--- src/rtl/branch_pc_ctrl.sv ---
// branch_pc_ctrl: program counter sequencer with a small branch-target table.
// The FSM steps through IDLE -> RUN -> HALTED. In RUN the PC advances by one
// each cycle, or it jumps to an absolute target held in the table.
module branch_pc_ctrl #(
    parameter int PC_W       = 10,
    parameter int LUT_AW     = 5,
    parameter int START_ADDR = 0
) (
    input  logic              CLK,
    input  logic              RESET_N,
    input  logic              START,
    input  logic              HALT_REQ,
    input  logic              JUMP,
    input  logic              BRANCH,
    input  logic              ZERO,
    input  logic [LUT_AW-1:0] TARGET_SEL,
    input  logic              LUT_WE,
    input  logic [LUT_AW-1:0] LUT_WADDR,
    input  logic [PC_W-1:0]   LUT_WDATA,
    output logic [PC_W-1:0]   PC,
    output logic              RUNNING,
    output logic              DONE
);

    localparam int              LUT_N    = 1 << LUT_AW;
    localparam logic [PC_W-1:0] START_PC = PC_W'(START_ADDR);

    typedef enum logic [1:0] {
        S_IDLE   = 2'd0,
        S_RUN    = 2'd1,
        S_HALTED = 2'd2
    } state_t;

    state_t          state;
    logic [PC_W-1:0] lut [LUT_N];
    logic [PC_W-1:0] target;

    // Combinational read of the stored contents. A write in the same cycle
    // lands at the edge, so a jump that cycle still sees the old entry.
    assign target = lut[TARGET_SEL];

    // Branch-target table: cleared on reset, written in any state.
    always_ff @(posedge CLK) begin
        if (!RESET_N) begin
            for (int i = 0; i < LUT_N; i++) begin
                lut[i] <= '0;
            end
        end else if (LUT_WE) begin
            lut[LUT_WADDR] <= LUT_WDATA;
        end
    end

    // Sequencer FSM. PC and the status flags are registered alongside the state.
    always_ff @(posedge CLK) begin
        if (!RESET_N) begin
            state   <= S_IDLE;
            PC      <= START_PC;
            RUNNING <= 1'b0;
            DONE    <= 1'b0;
        end else begin
            case (state)
                S_IDLE: begin
                    if (START) begin
                        state   <= S_RUN;
                        PC      <= START_PC;
                        RUNNING <= 1'b1;
                        DONE    <= 1'b0;
                    end
                end
                S_RUN: begin
                    // Priority: halt, jump, taken branch, sequential.
                    if (HALT_REQ) begin
                        state   <= S_HALTED;
                        RUNNING <= 1'b0;
                        DONE    <= 1'b1;
                    end else if (JUMP || (BRANCH && ZERO)) begin
                        PC <= target;
                    end else begin
                        PC <= PC + 1'b1;
                    end
                end
                S_HALTED: begin
                    if (START) begin
                        state   <= S_RUN;
                        PC      <= START_PC;
                        RUNNING <= 1'b1;
                        DONE    <= 1'b0;
                    end
                end
                default: begin
                    state   <= S_IDLE;
                    PC      <= START_PC;
                    RUNNING <= 1'b0;
                    DONE    <= 1'b0;
                end
            endcase
        end
    end

endmodule
--- config.mk ---
export PLATFORM = sky130hd
export DESIGN_NAME = branch_pc_ctrl
export DESIGN_NICKNAME = d
export VERILOG_FILES = /design/src/rtl/branch_pc_ctrl.sv
export SDC_FILE = /design/constraint.sdc
export NUM_CORES = 1
export LEC_CHECK = 0
export BUFFER_PORTS_ARGS = -buffer_cell sky130_fd_sc_hd__buf_2
export CAP_MARGIN = 20
export CELL_PAD_IN_SITES_DETAIL_PLACEMENT = 1
export CELL_PAD_IN_SITES_GLOBAL_PLACEMENT = 1
export CORE_MARGIN = 4
export CORE_UTILIZATION = 57
export CTS_CLUSTER_SIZE = 24
export DETAILED_ROUTE_END_ITERATION = 6
export GPL_TIMING_DRIVEN = 1
export PLACE_DENSITY = 0.89
export SLEW_MARGIN = 0
export SYNTH_ARGS = -nofsm -noshare
export SYNTH_HDL_FRONTEND = slang
export SYNTH_SLANG_ARGS = --single-unit
export TNS_END_PERCENT = 10
--- constraint.sdc ---
create_clock -name CLK -period 6 [get_ports CLK]
set_clock_uncertainty 0.05 [all_clocks]
set_input_delay 0.6 -clock CLK [delete_from_list [all_inputs] [get_ports CLK]]
set_output_delay 0.6 -clock CLK [all_outputs]
set_load 0.02 [all_outputs]
Word-level counts from Yosys, hierarchy flattened
Memory sizes are Yosys's and may differ from the RTL's.
Cells that the tools add are included.
{ "word_totals": {"word_cells": 38, "out_inout_bits": 12, "mem_bits_ro": 0, "latchBits": 0, "mem_bits_rw": 320, "inputBits": 28, "memories": 1, "regBits": 14} }
{ "memory_table": {"columns": ["memory", "words", "word_bits", "rd", "rd_clocked_by_memory_dff", "write_ports", "line", "text"], "rows": [
  ["lut", 32, 10, 1, 0, 32, "35", "logic [PC_W-1:0] lut [LUT_N];"]
]} }
{ "classes": {"eq_ne": 5, "order_cmp": 0, "shift": 0, "div_mod_pow": 0, "reduce_logical": 7, "n_bitwise": 0, "n_addsub": 1, "mul": 0, "mux": 20} }
{ "op_table": {"columns": ["op", "n"], "rows": [
  ["10-bit two-way mux", 4],
  ["10-bit one-hot mux with 2 select lines", 1],
  ["10-bit by 1-bit adder with 10-bit output, second input constant", 1],
  ["10-bit OR reduction", 1],
  ["1-bit two-way mux", 9],
  ["5-bit two-way mux", 1],
  ["2-bit two-way mux", 2],
  ["2-bit inequality test, second input constant", 2],
  ["1-bit one-hot mux with 2 select lines", 2],
  ["2-bit one-hot mux with 2 select lines", 1],
  ["2-bit AND reduction", 2],
  ["2-bit by 1-bit == test with 1-bit output, second input constant", 1],
  ["2-bit == test, second input constant", 1],
  ["2-bit logical NOT", 1],
  ["2-bit by 1-bit inequality test with 1-bit output, second input constant", 1],
  ["2-bit OR reduction", 1],
  ["1-bit logical AND", 1],
  ["1-bit logical OR", 1]
]} }

Longest topological paths before layout
{ "logic_depth": {"ltp_word": 5, "mapped_depth": 8} }

Worst setup path after synthesis
Ideal clock, no wire load.
{ "synth_timing": {"path_type": "input to register", "from": "in LUT_WADDR[0]", "to": "mem lut[12][0] (enable)", "path_slack_ns": 3.474, "path_stages": 4, "path_buffers": 2, "t_arrival_ns": 2.085, "cell_sequence": "or3_1 clkbuf_1 clkbuf_1 o21ai_0"} }
{ "synth_rtl": {"columns": ["item", "line", "text"], "rows": [
  ["start, declared", "18", "input logic [LUT_AW-1:0] LUT_WADDR,"],
  ["end, declared", "35", null]
]} }

Worst setup path after layout
{ "layout_timing": {"from": "in TARGET_SEL[0]", "to": "reg PC[6]"} }
{ "layout_between": {"elab_chain_len": 4} }
{ "layout_lines": {"columns": ["item", "line", "text"], "rows": [
  ["start, declared", "16", "input logic [LUT_AW-1:0] TARGET_SEL,"],
  ["memory 32 x 10 bit", null, null],
  ["10-bit two-way mux", "76", "end else if (JUMP || (BRANCH && ZERO)) begin"],
  ["10-bit two-way mux", "72", "if (HALT_REQ) begin"],
  ["10-bit one-hot mux with 2 select lines", "61", "case (state)"],
  ["end signal, assigned", "77", "PC <= target;"],
  ["end signal, assigned", "79", "PC <= PC + 1'b1;"],
  ["end, declared", "20", "output logic [PC_W-1:0] PC,"]
]} }
No other way between the ends. The select of a mux whose other input is x is not followed.
A chain may end at the register's enable or synchronous reset.

==> summary.txt <==
Worst setup path
  – Worst R2R Path Depth: 5
  – Reg2reg start: state[0]
  – Stages on worst setup path: 7
  – WS Path Type: in -> reg
  – Critical Path AT: approximately 3200 ps
  – Critical path required time: about 6400 ps
  – Crit start category: input pin
  – CP Capture Type: register
  – Setup crit start: TARGET_SEL[0]
  – Crit Reg-Reg Endpoint: PC[0]
  – Worst setup path end: PC[6]
  – CP max stage cell: buf_2
  – Crit-path max FO: 29
  – CP Cell Sequence: buf_2 -> buf_4 -> and2b_1 -> a22oi_1 -> a21boi_0 -> o311a_1 -> o221ai_1
  – CP bufs+invs: 2
  – CP peak stage delay: 660 ps
  – Top delay family on crit path: buffers and inverters
  – Reg2Reg Setup Slack: 3570 ps

Clock tree
  – Postcts setup bufs: 0
  – Cts hold-fix bufs: 0
  – CTS Sinks: 334
  – H-tree lvl count: 2
  – CTS clk-pin slew, worst paths: roughly 60 ps
  – TritonCTS Buffers: 37
  – CTS tree: yes
  – Clock buffer depth: 3
  – Clk_lat worst skew: 520 ps
  – Root Driver: clkbuf_16
  – # resized after CTS: 0

Final layout
  – Synth-to-Final Area Change: 11.3%
  – Post-layout nets: ~1.2k
  – Share of layout cells above drive strength 1: between 10% and 20%
  – Post-route cell area: 17,400 µm²
  – Fillers: approximately 2.5k
  – Ant diodes: 0

Timing
  – Worst slew margin: 29.5%
  – Setup TNS: 0 ps
  – Slew Limit Fails: 0
  – Final hold vios: 0
  – Final worst-path setup slack: approximately 3200 ps
  – Part of the cycle the worst path needs: between 40% and 50%
  – Worst-margin pin slew: approximately 1100 ps
  – RSZ-0062 raised after global routing: false
  – Fmax: approximately 0.35 GHz
  – Final setup viols: 0
  – Period minus WS final: roughly 2800 ps
  – Hold slack: approximately 350 ps

Synth
  – Largest family of logic cells by synthesized area: simple AND/OR/NAND/NOR gates
  – #FFs+latches synth: roughly 330
  – EDFF count, synth: 320
  – Multiplexer share of the synthesized area: between 10% and 20%
  – Simple-gate portion of the synthesized area: 17.1%
  – Synth cell types: 52
  – Post-Synth Adder-Cell Area: less than 1%
  – Compound-cell area share of the yosys netlist: about 5.8%
  – Synth Area per Inst: between 10 and 15 µm²
  – Seq/Total Area, Yosys: about 63%
  – Synth Area in XOR/XNOR: less than 1%
  – Mapped Cells: between 1k and 1.5k
  – Mapped Area: 15,600 µm²
  – Syn Nets: roughly 1.2k
  – Ys flop type: edfxtp_1
  – Synth async-reset ratio: 0%
  – Yosys warning total: 0

GRT
  – Grt met2 use: 53.4%
  – First-pass GRT wire length: around 71,000 µm
  – Grt peak-use layer: met2
  – Initial antenna violation count: 1
  – GRT Overall Usage: between 30% and 40%
  – Met3 Use GR: 5.78%
  – Largest net degree at the start of global routing: 76
  – Vias in the first global route: 10.7k
  – Met1 GRT Util: just over 40%
  – Total congestion overflow: 0

Die
  – Core ar.: 27,000 µm²
  – # rows: 60
  – Die area: 30,100 µm²
  – Die width: between 150 and 200 µm
  – Starting Density: ~58%
  – IO Count: 40
  – Die H: roughly 170 µm

Drt
  – Routed WL: ~47,000 µm
  – Vias per cell: between 6 and 7
  – DRT iter0 DRCs: about 1.4k
  – WL per Instance: between 30 and 40 µm
  – Initial DRT Pass Iterations: 7
  – Remaining antenna violation count: 0
  – Post-route DRC: 2
  – Vias after detailed routing: 10.2k

Worst hold path
  – Hold crit path type: in -> reg
  – Hold Startpoint: HALT_REQ

Place
  – Placer Congestion: roughly 0.95
  – Placement Setup Slack: around 2700 ps
  – DP Wirelength: 30,700 µm
  – Placed cell area: 16,200 µm²
  – Port bufs: 39

Power and ir drop
  – Pwr Density: around 310 nW/µm²
  – Maximum VDD drop: 266 µV
  – Leakage power: 6.31 nW

Outcome
  – Status: complete, but fails checks
  – Failing checks: design-rule violations

Job
  – Max-cap violations: 0
==> tightest hold or removal path: stages <==
cell	delay, ps
buf_2	120
a21oi_1	70
nor2_1	90
==> power by group <==
part	internal, mW	switching, mW	total, mW
Sequential	2.68	0.0566	2.73
Combinational	0.144	0.298	0.442
Clock	1.35	0.922	2.27
Total	4.17	1.28	5.45
==> registers in the layout, indices dropped and copies added, names as in the netlist <==
register,count
PC,10
RUNNING,1
DONE,1
lut,320
state,2
==> cells in the final DEF, fill, tap and decap left out, types with 3 or more instances in the layout <==
| master | synthesis | final |
|---|---|---|
| clkinv_1 | 0 | 7 |
| buf_4 | 13 | 39 |
| nor2_1 | 48 | 48 |
| a22o_1 | 4 | 4 |
| mux2i_1 | 87 | 87 |
| clkbuf_16 | 0 | 37 |
| nand2_1 | 27 | 27 |
| buf_2 | 8 | 38 |
| clkinvlp_4 | 0 | 3 |
| nand2b_1 | 5 | 5 |
| a31oi_1 | 6 | 6 |
| a22oi_1 | 25 | 25 |
| a221oi_1 | 7 | 7 |
| clkinv_2 | 0 | 6 |
| mux4_1 | 4 | 4 |
| edfxtp_1 | 320 | 320 |
| and3_1 | 4 | 4 |
| nor2b_1 | 8 | 8 |
| nand4_1 | 8 | 8 |
| o21ai_0 | 57 | 57 |
| or3_1 | 3 | 3 |
| dfxtp_1 | 14 | 14 |
| bufinv_16 | 0 | 5 |
| nand3b_1 | 4 | 4 |
| mux4_2 | 33 | 33 |
| nand3_1 | 20 | 20 |
| a21oi_1 | 12 | 12 |
| and2_1 | 322 | 322 |
| a21boi_0 | 6 | 6 |
| o311a_1 | 5 | 5 |
==> synthesized netlist by cell type, types with 13 or more instances <==
| cell type | n | area [µm²] |
|---|---|---|
| nand2_1 | 27 | 101 |
| dfxtp_1 | 14 | 280 |
| clkbuf_1 | 54 | 203 |
| buf_4 | 13 | 97.6 |
| and2_1 | 322 | 2010 |
| nand3_1 | 20 | 100 |
| edfxtp_1 | 320 | 9610 |
| o21ai_0 | 57 | 285 |
| mux4_2 | 33 | 743 |
| a22oi_1 | 25 | 188 |
| nor2_1 | 48 | 180 |
| mux2i_1 | 87 | 871 |
==> logic make-up after synthesis <==
logic type      after synthesis
buf+inv                      80
xor+xnor                      2
fa+ha+maj                     1
compound gates              139
simple gates                459
flops                       334
mux                         126
==> routing by layer <==
layer	share of wire [%]	wire length, µm
met1	37	17500
met2	49	23300
met3	9.1	4300
met4	4.3	2020
met5	0	0
==> per-stage QoR <==
stage / instances / power, mW / util (%)
global route: 1547 / 5.60 / 64.5
CTS: 1547 / 5.45 / 64.5
global placement: 1483 / 3.18 / 60.1
floorplan: 1141 / 3.01 / -
detailed placement: 1483 / 3.21 / 60.1
finish: 1547 / 5.45 / 64.5
==> how the worst min path moves through the flow <==
stage | slack, ps | cells after the start | end
detailed placement | 450 | 2 | DONE
CTS | 340 | 3 | state[1]
floorplan | 440 | 2 | state[1]
global placement | 420 | 2 | DONE
global route | 380 | 3 | state[1]
finish | 350 | 3 | state[1]
==> final cells by class <==
type / count / area (µm²) / area share, %
Tap cell: 341 / 427 / 2.45
Multi-Input combinational cell: 727 / 5350 / 30.8
Sequential cell: 334 / 9890 / 56.9
Clock inverter: 25 / 267 / 1.53
Inverter: 2 / 7.51 / 0.0432
Clock buffer: 39 / 933 / 5.37
Timing Repair Buffer: 79 / 514 / 2.96
No activity file was read; power rests on OpenSTA's default activity.
